--- src/rtl/clkdiv_multi.sv ---
// clkdiv_multi: NCH-channel programmable clock divider and tick generator; define CLKDIV_SYNC_EN to add the sync_start phase-align input
module clkdiv_multi #(
  parameter int          NCH     = 4,
  parameter int          WIDTH   = 32,
  parameter int unsigned DEF_DIV = 49999999,
  localparam int         CHW     = (NCH > 1) ? $clog2(NCH) : 1
) (
  input  logic             CCLK,
  input  logic             rst_n,
  input  logic [NCH-1:0]   en,
  input  logic             cfg_wr,
  input  logic [CHW-1:0]   cfg_ch,
  input  logic [WIDTH-1:0] cfg_div,
  input  logic             cfg_mode,
`ifdef CLKDIV_SYNC_EN
  input  logic             sync_start,
`endif
  output logic [NCH-1:0]   clk_out,
  output logic [NCH-1:0]   tick,
  output logic [NCH-1:0]   cfg_pending
);
  localparam logic [WIDTH-1:0] DEF_W = WIDTH'(DEF_DIV);
  logic w_sync;
`ifdef CLKDIV_SYNC_EN
  assign w_sync = sync_start;
`else
  assign w_sync = 1'b0;
`endif
  for (genvar i = 0; i < NCH; i++) begin : g_ch
    logic [WIDTH-1:0] r_cnt, r_div, r_sdiv, w_ndiv;
    logic r_mode, r_smode, r_pend, r_clk, r_tick;
    logic w_wr, w_bnd, w_upd, w_take, w_nmode, w_mode;
    assign w_wr    = cfg_wr && (32'(cfg_ch) == i);
    assign w_bnd   = r_cnt == r_div;
    assign w_upd   = en[i] && (w_bnd || w_sync);
    // a write landing on the update cycle itself bypasses the shadow
    assign w_take  = en[i] ? (w_upd && (w_wr || r_pend)) : r_pend;
    assign w_ndiv  = (en[i] && w_wr) ? cfg_div : r_sdiv;
    assign w_nmode = (en[i] && w_wr) ? cfg_mode : r_smode;
    assign w_mode  = w_take ? w_nmode : r_mode;
    // phase counter and registered outputs; pulse mode drives high only on the boundary, 1->0 change restarts low
    always_ff @(posedge CCLK or negedge rst_n) begin
      if (!rst_n) begin
        r_cnt  <= '0;
        r_tick <= 1'b0;
        r_clk  <= 1'b0;
      end else begin
        r_cnt  <= (en[i] && !w_upd) ? r_cnt + WIDTH'(1) : '0;
        r_tick <= en[i] && w_bnd && !w_sync;
        r_clk  <= (!en[i] || w_sync) ? 1'b0 : w_bnd ? (w_mode || (!r_mode && !r_clk)) : (!r_mode && r_clk);
      end
    end
    // shadow config captured on write, promoted to active only at a period boundary, sync or while disabled
    always_ff @(posedge CCLK or negedge rst_n) begin
      if (!rst_n) begin
        r_div   <= DEF_W;
        r_mode  <= 1'b0;
        r_sdiv  <= DEF_W;
        r_smode <= 1'b0;
        r_pend  <= 1'b0;
      end else begin
        if (w_take) begin
          r_div  <= w_ndiv;
          r_mode <= w_nmode;
        end
        if (w_wr) begin
          r_sdiv  <= cfg_div;
          r_smode <= cfg_mode;
        end
        r_pend <= en[i] ? (!w_upd && (w_wr || r_pend)) : w_wr;
      end
    end
    assign clk_out[i]     = r_clk;
    assign tick[i]        = r_tick;
    assign cfg_pending[i] = r_pend;
  end
endmodule

--- config.mk ---
export PLATFORM = sky130hd
export DESIGN_NAME = clkdiv_multi
export DESIGN_NICKNAME = d
export VERILOG_FILES = /design/src/rtl/clkdiv_multi.sv
export SDC_FILE = /design/constraint.sdc
export NUM_CORES = 1
export LEC_CHECK = 0
export BUFFER_PORTS_ARGS = -buffer_cell sky130_fd_sc_hd__buf_2
export CAP_MARGIN = 0
export CORE_UTILIZATION = 35
export DETAILED_ROUTE_END_ITERATION = 8
export GPL_TIMING_DRIVEN = 1
export HOLD_SLACK_MARGIN = 0.12
export SYNTH_ARGS = -nofsm -noshare
export SYNTH_HDL_FRONTEND = slang
export SYNTH_SLANG_ARGS = --single-unit
--- constraint.sdc ---
create_clock -name CCLK -period 1.9 [get_ports CCLK]
set_input_delay 0.38 -clock CCLK [delete_from_list [all_inputs] [get_ports CCLK]]
set_output_delay 0.38 -clock CCLK [all_outputs]
set_load 0.1 [all_outputs]
-- After elaboration in Yosys (flattened, before gate mapping)
Cells that the tools add are included.
- register bits: 404
- input bits: 42
- output and inout bits: 12
- word-level logic and storage cells: 128
- $add $sub $neg: 4
- equal/unequal tests: 7
- mux-type cells: 32
- reduce and logical (&&, ||, !) cells: 53
- operator list (operator ; number):
    two-way mux 32 bit ; 8
    adder 32 x 1 -> 32 bit (second input constant) ; 4
    == test 32 bit ; 4
    logical AND 1 bit ; 32
    two-way mux 1 bit ; 24
    zero test 1 bit ; 12
    logical OR 1 bit ; 8
    == test 2 bit (second input constant) ; 2
    == test 2 x 1 -> 1 bit (second input constant) ; 1
    zero test 2 bit ; 1

-- Depth between registers and ports, before layout
- depth in word-level cells: 9
- gate-level depth with buffers: 8

-- Worst setup path after synthesis
OpenSTA, ideal clock, no wires.
- kind: input -> register
- from: in cfg_wr
- to: reg g_ch[0].r_sdiv[24]
- setup time: 0.125 ns
- data arrival time: 1.962 ns
- required time: 1.775 ns
- slack: -0.187 ns
- stages: 5
- cells stage by stage: clkbuf_1 nor3b_1 clkbuf_1 buf_2 mux2_2
- longest elaborated chain between the ends: 1
- RTL lines (element ; line ; text):
    start: declaration ; 11 ; input logic cfg_wr,
    logical AND 1 bit ; 33 ; assign w_wr = cfg_wr && (32'(cfg_ch) == i);
    end signal: assignment ; 67 ; r_sdiv <= cfg_div;
    end: declaration ; 30 ; logic [WIDTH-1:0] r_cnt, r_div, r_sdiv, w_ndiv;
Every way passes these cells.
A chain may end at the register's enable or synchronous reset.

-- Worst setup path in the final report
- from: reg g_ch[2].r_div[14]
- to: reg g_ch[2].r_cnt[31]
- longest elaborated chain between the ends: 5
- RTL lines (element ; line ; text):
    start: declaration ; 30 ;
    start signal: assignment ; 63 ; r_div <= w_ndiv;
    == test 32 bit ; 34 ; assign w_bnd = r_cnt == r_div;
    logical AND 1 bit ; 35 ; assign w_upd = en[i] && (w_bnd || w_sync);
    zero test 1 bit ; 48 ; r_cnt <= (en[i] && !w_upd) ? r_cnt + WIDTH'(1) : '0;
    logical AND 1 bit ; 48 ;
    two-way mux 32 bit ; 48 ;
    end signal: assignment ; 48 ;
    end: declaration ; 30 ;
Every way passes these cells.

==> run metrics <==
outcome=finished with violations; failing checks=design-rule violations, negative setup slack; Post-synth EDFFs=0; CTS tree=built; Synth area leaders=dfrtp_1, dfstp_2, xor2_1; Final GP Congestion=0.865; r2r setup slk=-0.32 ns; CP Cell Sequence=xor2_1 > nor4_2 > nand4_1 > o21ai_4 > buf_12 > buf_12 > buf_12 > a21oi_2; DRC errors left=1; Final Worst Setup Slack=-0.321 ns; Synth Cell Area=0.0234 mm^2; Worst Setup End Kind=flop; Crit Path Class=reg -> reg; Setup violations, final=262; Gate Count Post-Synth=2479; Max IR drop VDD=0.715 mV; H-tree depth=2; FF-to-FF Start=g_ch[2].r_div[14]$_DFFE_PN1N_; via density per instance=5.46; filler cell count=5909; routed vias=20700; area of the die=0.0680 mm^2; Max Freq=0.450 GHz; Mapped Nets=2525; Worst Tran Pin Value=0.549 ns; Worst Skew=0.0151 ns; top cells by count, synth=nor2_1, dfrtp_1, nand2_1; CP Launch Point=g_ch[2].r_div[14]$_DFFE_PN1N_; Most Frequent Cell on Critical Path=buf_12; largest net degree at the start of global routing=72; share of layout cells above drive strength 1=35.8%; Top Ports=54; Synth async-reset ratio=100%; Starting Density=35.5%; startpoint types=flop; Most used DFF post-synth=dfrtp_1; critical path fanouts, max=8; core area=0.0660 mm^2; CTS Root Cell=clkbuf_16; die height=261 um; post-route ant nets=0; Synth cell types=59; CP delay by family, top=simple AND/OR/NAND/NOR gates; max cap viols=0; initial DRC count=1470; worst path bufs/invs=3; FP Rows=94; insertion delay to the later sink of the worst-skew pair=0.59 ns; GRT Overall Usage=21.4%; Final period util=117%; Hold Path Class=in -> reg; dpl hpwl=48.5 mm; most common cell in the synthesized netlist=nor2_1; die width=261 um; TritonRoute pass-1 iters=7; fin. max-slew vios=0; Worst EP arrival=2.70 ns; first-pass GRT wire length=114 mm; Hold Vio Cnt, Final=0; area leader, netlist=dfrtp_1; Yosys top cell area share=27.8%; YS warnings=0; FF-to-FF path depth=8; relative slew slack=63.7%; vias in the first global route=20200; Critical Path RT=2.38 ns; Avg WL per Cell=19.8 um; final core utilization=48.1%; RSZ-0062 raised after global routing=yes; Synth Register Bits=404; antenna diode count=0; gr ovfl total=0; Routed Wire Length=75.3 mm; initial antenna violation count=2; clk sink count=404; Worst path depth=8; Final min period=2.22 ns; worst reg2reg path endpoint=g_ch[2].r_cnt[31]$_DFF_PN0_; P&R area growth vs syn=35.5%; Buffers on Ports=53; Final #Nets=2939; CP peak stage delay=0.57 ns; P_leak=0.0145 uW; clock tree buffer depth=3; PnR Total Power=25900 uW; CTS Buf Count=46; sequential fraction of the synthesis area=43.9%; slowest stage cell on the critical path=dfstp_2; crit path capture=g_ch[2].r_cnt[31]$_DFF_PN0_; Syn Area/Cell=9.45 um^2; Placed Cells incl. Taps=3633; clock-pin transition on the worst setup and hold timing paths=0.06 ns; Power Density=815 mW/mm^2; final non-filler cell total=3795
## worst min path at each step
stage	slack (ns)	start	cells after the start	to
floorplan	0.08	rst_n	0	g_ch[0].r_clk$_DFF_PN0_
global placement	0.28	rst_n	1	g_ch[2].r_cnt[10]$_DFF_PN0_
detailed placement	0.28	rst_n	1	g_ch[2].r_cnt[10]$_DFF_PN0_
CTS	0.12	cfg_div[24]	3	g_ch[3].r_sdiv[24]$_DFFE_PN0P_
global route	0.14	cfg_div[19]	3	g_ch[3].r_sdiv[19]$_DFFE_PN1P_
finish	0.14	cfg_div[24]	3	g_ch[3].r_sdiv[24]$_DFFE_PN0P_
## through the flow
stage	setup WS [ns]	TNS, ns	area [um^2]	hold slack (ns)
finish	-0.321	-39.43	31700	0.140
CTS	-0.144	-23.23	30400	0.120
global route	-0.413	-59.13	31700	0.139
floorplan	-0.0711	-1.53	23600	0.0844
global placement	-0.163	-19.84	27900	0.283
detailed placement	-0.147	-24.26	27900	0.283
## where the power goes
part           leakage (uW)  switching [uW]  internal [uW]
Clock              0.000764            3770           5370
Combinational       0.00874            3220           3070
Sequential          0.00496             621           9810
Total                0.0145            7610          18300
## layout by cell type, fill, tap and decap left out, types with 73 or more instances in the layout
cell type,Yosys,layout
dfrtp_1,260,253
a311oi_1,96,79
nand2_1,241,240
nor3_1,115,106
nor2_1,270,184
nand2b_1,100,100
dfstp_2,144,144
o21a_1,192,192
buf_4,12,385
o21ai_0,77,77
mux2i_1,101,101
nand3_1,84,83
nor2_4,0,73
xor2_1,203,192
## logic make-up (layout without fill, tap and decap cells)
logic type                 count (synthesis)  count (layout)  synth area share (%)
AOI/OAI and AO/OA                        433             433                  14.0
muxes                                    166             166                  7.44
xor gates and xnor gates                 238             238                  8.90
DFF                                      404             404                  43.9
adders and majority gates                  4               4                 0.214
and+or+nand+nor                         1035            1035                  22.0
buffers and inverters                    199             651                  3.56
## cell type report
class | instances | area [um^2] | area share (%)
inverter | 14 | 52.6 | 0.166
clock buffer | 73 | 1420 | 4.46
tap | 864 | 1080 | 3.40
sequential | 404 | 10300 | 32.4
timing repair buffer | 551 | 5260 | 16.6
multi-input combinational | 1876 | 13500 | 42.6
clock inverter | 13 | 115 | 0.363
## per-layer routing
metal | track usage, % | vias up | share of wire, %
li1 | - | 9612 | -
met3 | 3.01 | 142 | 4.6
met1 | 28.7 | 10500 | 43
met2 | 34.3 | 503 | 48
met4 | 9.23 | 2 | 4.1
met5 | 0 | - | 0.013
## flip-flops by register name (all words and copies together), names as in the netlist
name	count
g_ch.r_tick	4
g_ch.r_sdiv	128
g_ch.r_clk	4
g_ch.r_div	128
g_ch.r_mode	4
g_ch.r_smode	4
g_ch.r_pend	4
g_ch.r_cnt	128
## worst reg2reg max path: cells and delay by family, from the launching register on
kind | cells | cell delay, ns
XOR/XNOR | 1 | 0.10
flip-flops | 1 | 0.57
AND/OR/NAND/NOR | 2 | 0.68
buffers and inverters | 3 | 0.43
AO/OA/AOI/OAI | 2 | 0.33
## timing repair
action,CTS,global route
setup endpoints to repair,273,274
endpoints found under the hold margin,211,0
pin swaps,28,99
hold buffers,16,0
cloned,15,17
gates resized for setup,84,222
buffers inserted,17,17
No activity file was read; power rests on OpenSTA's default activity.
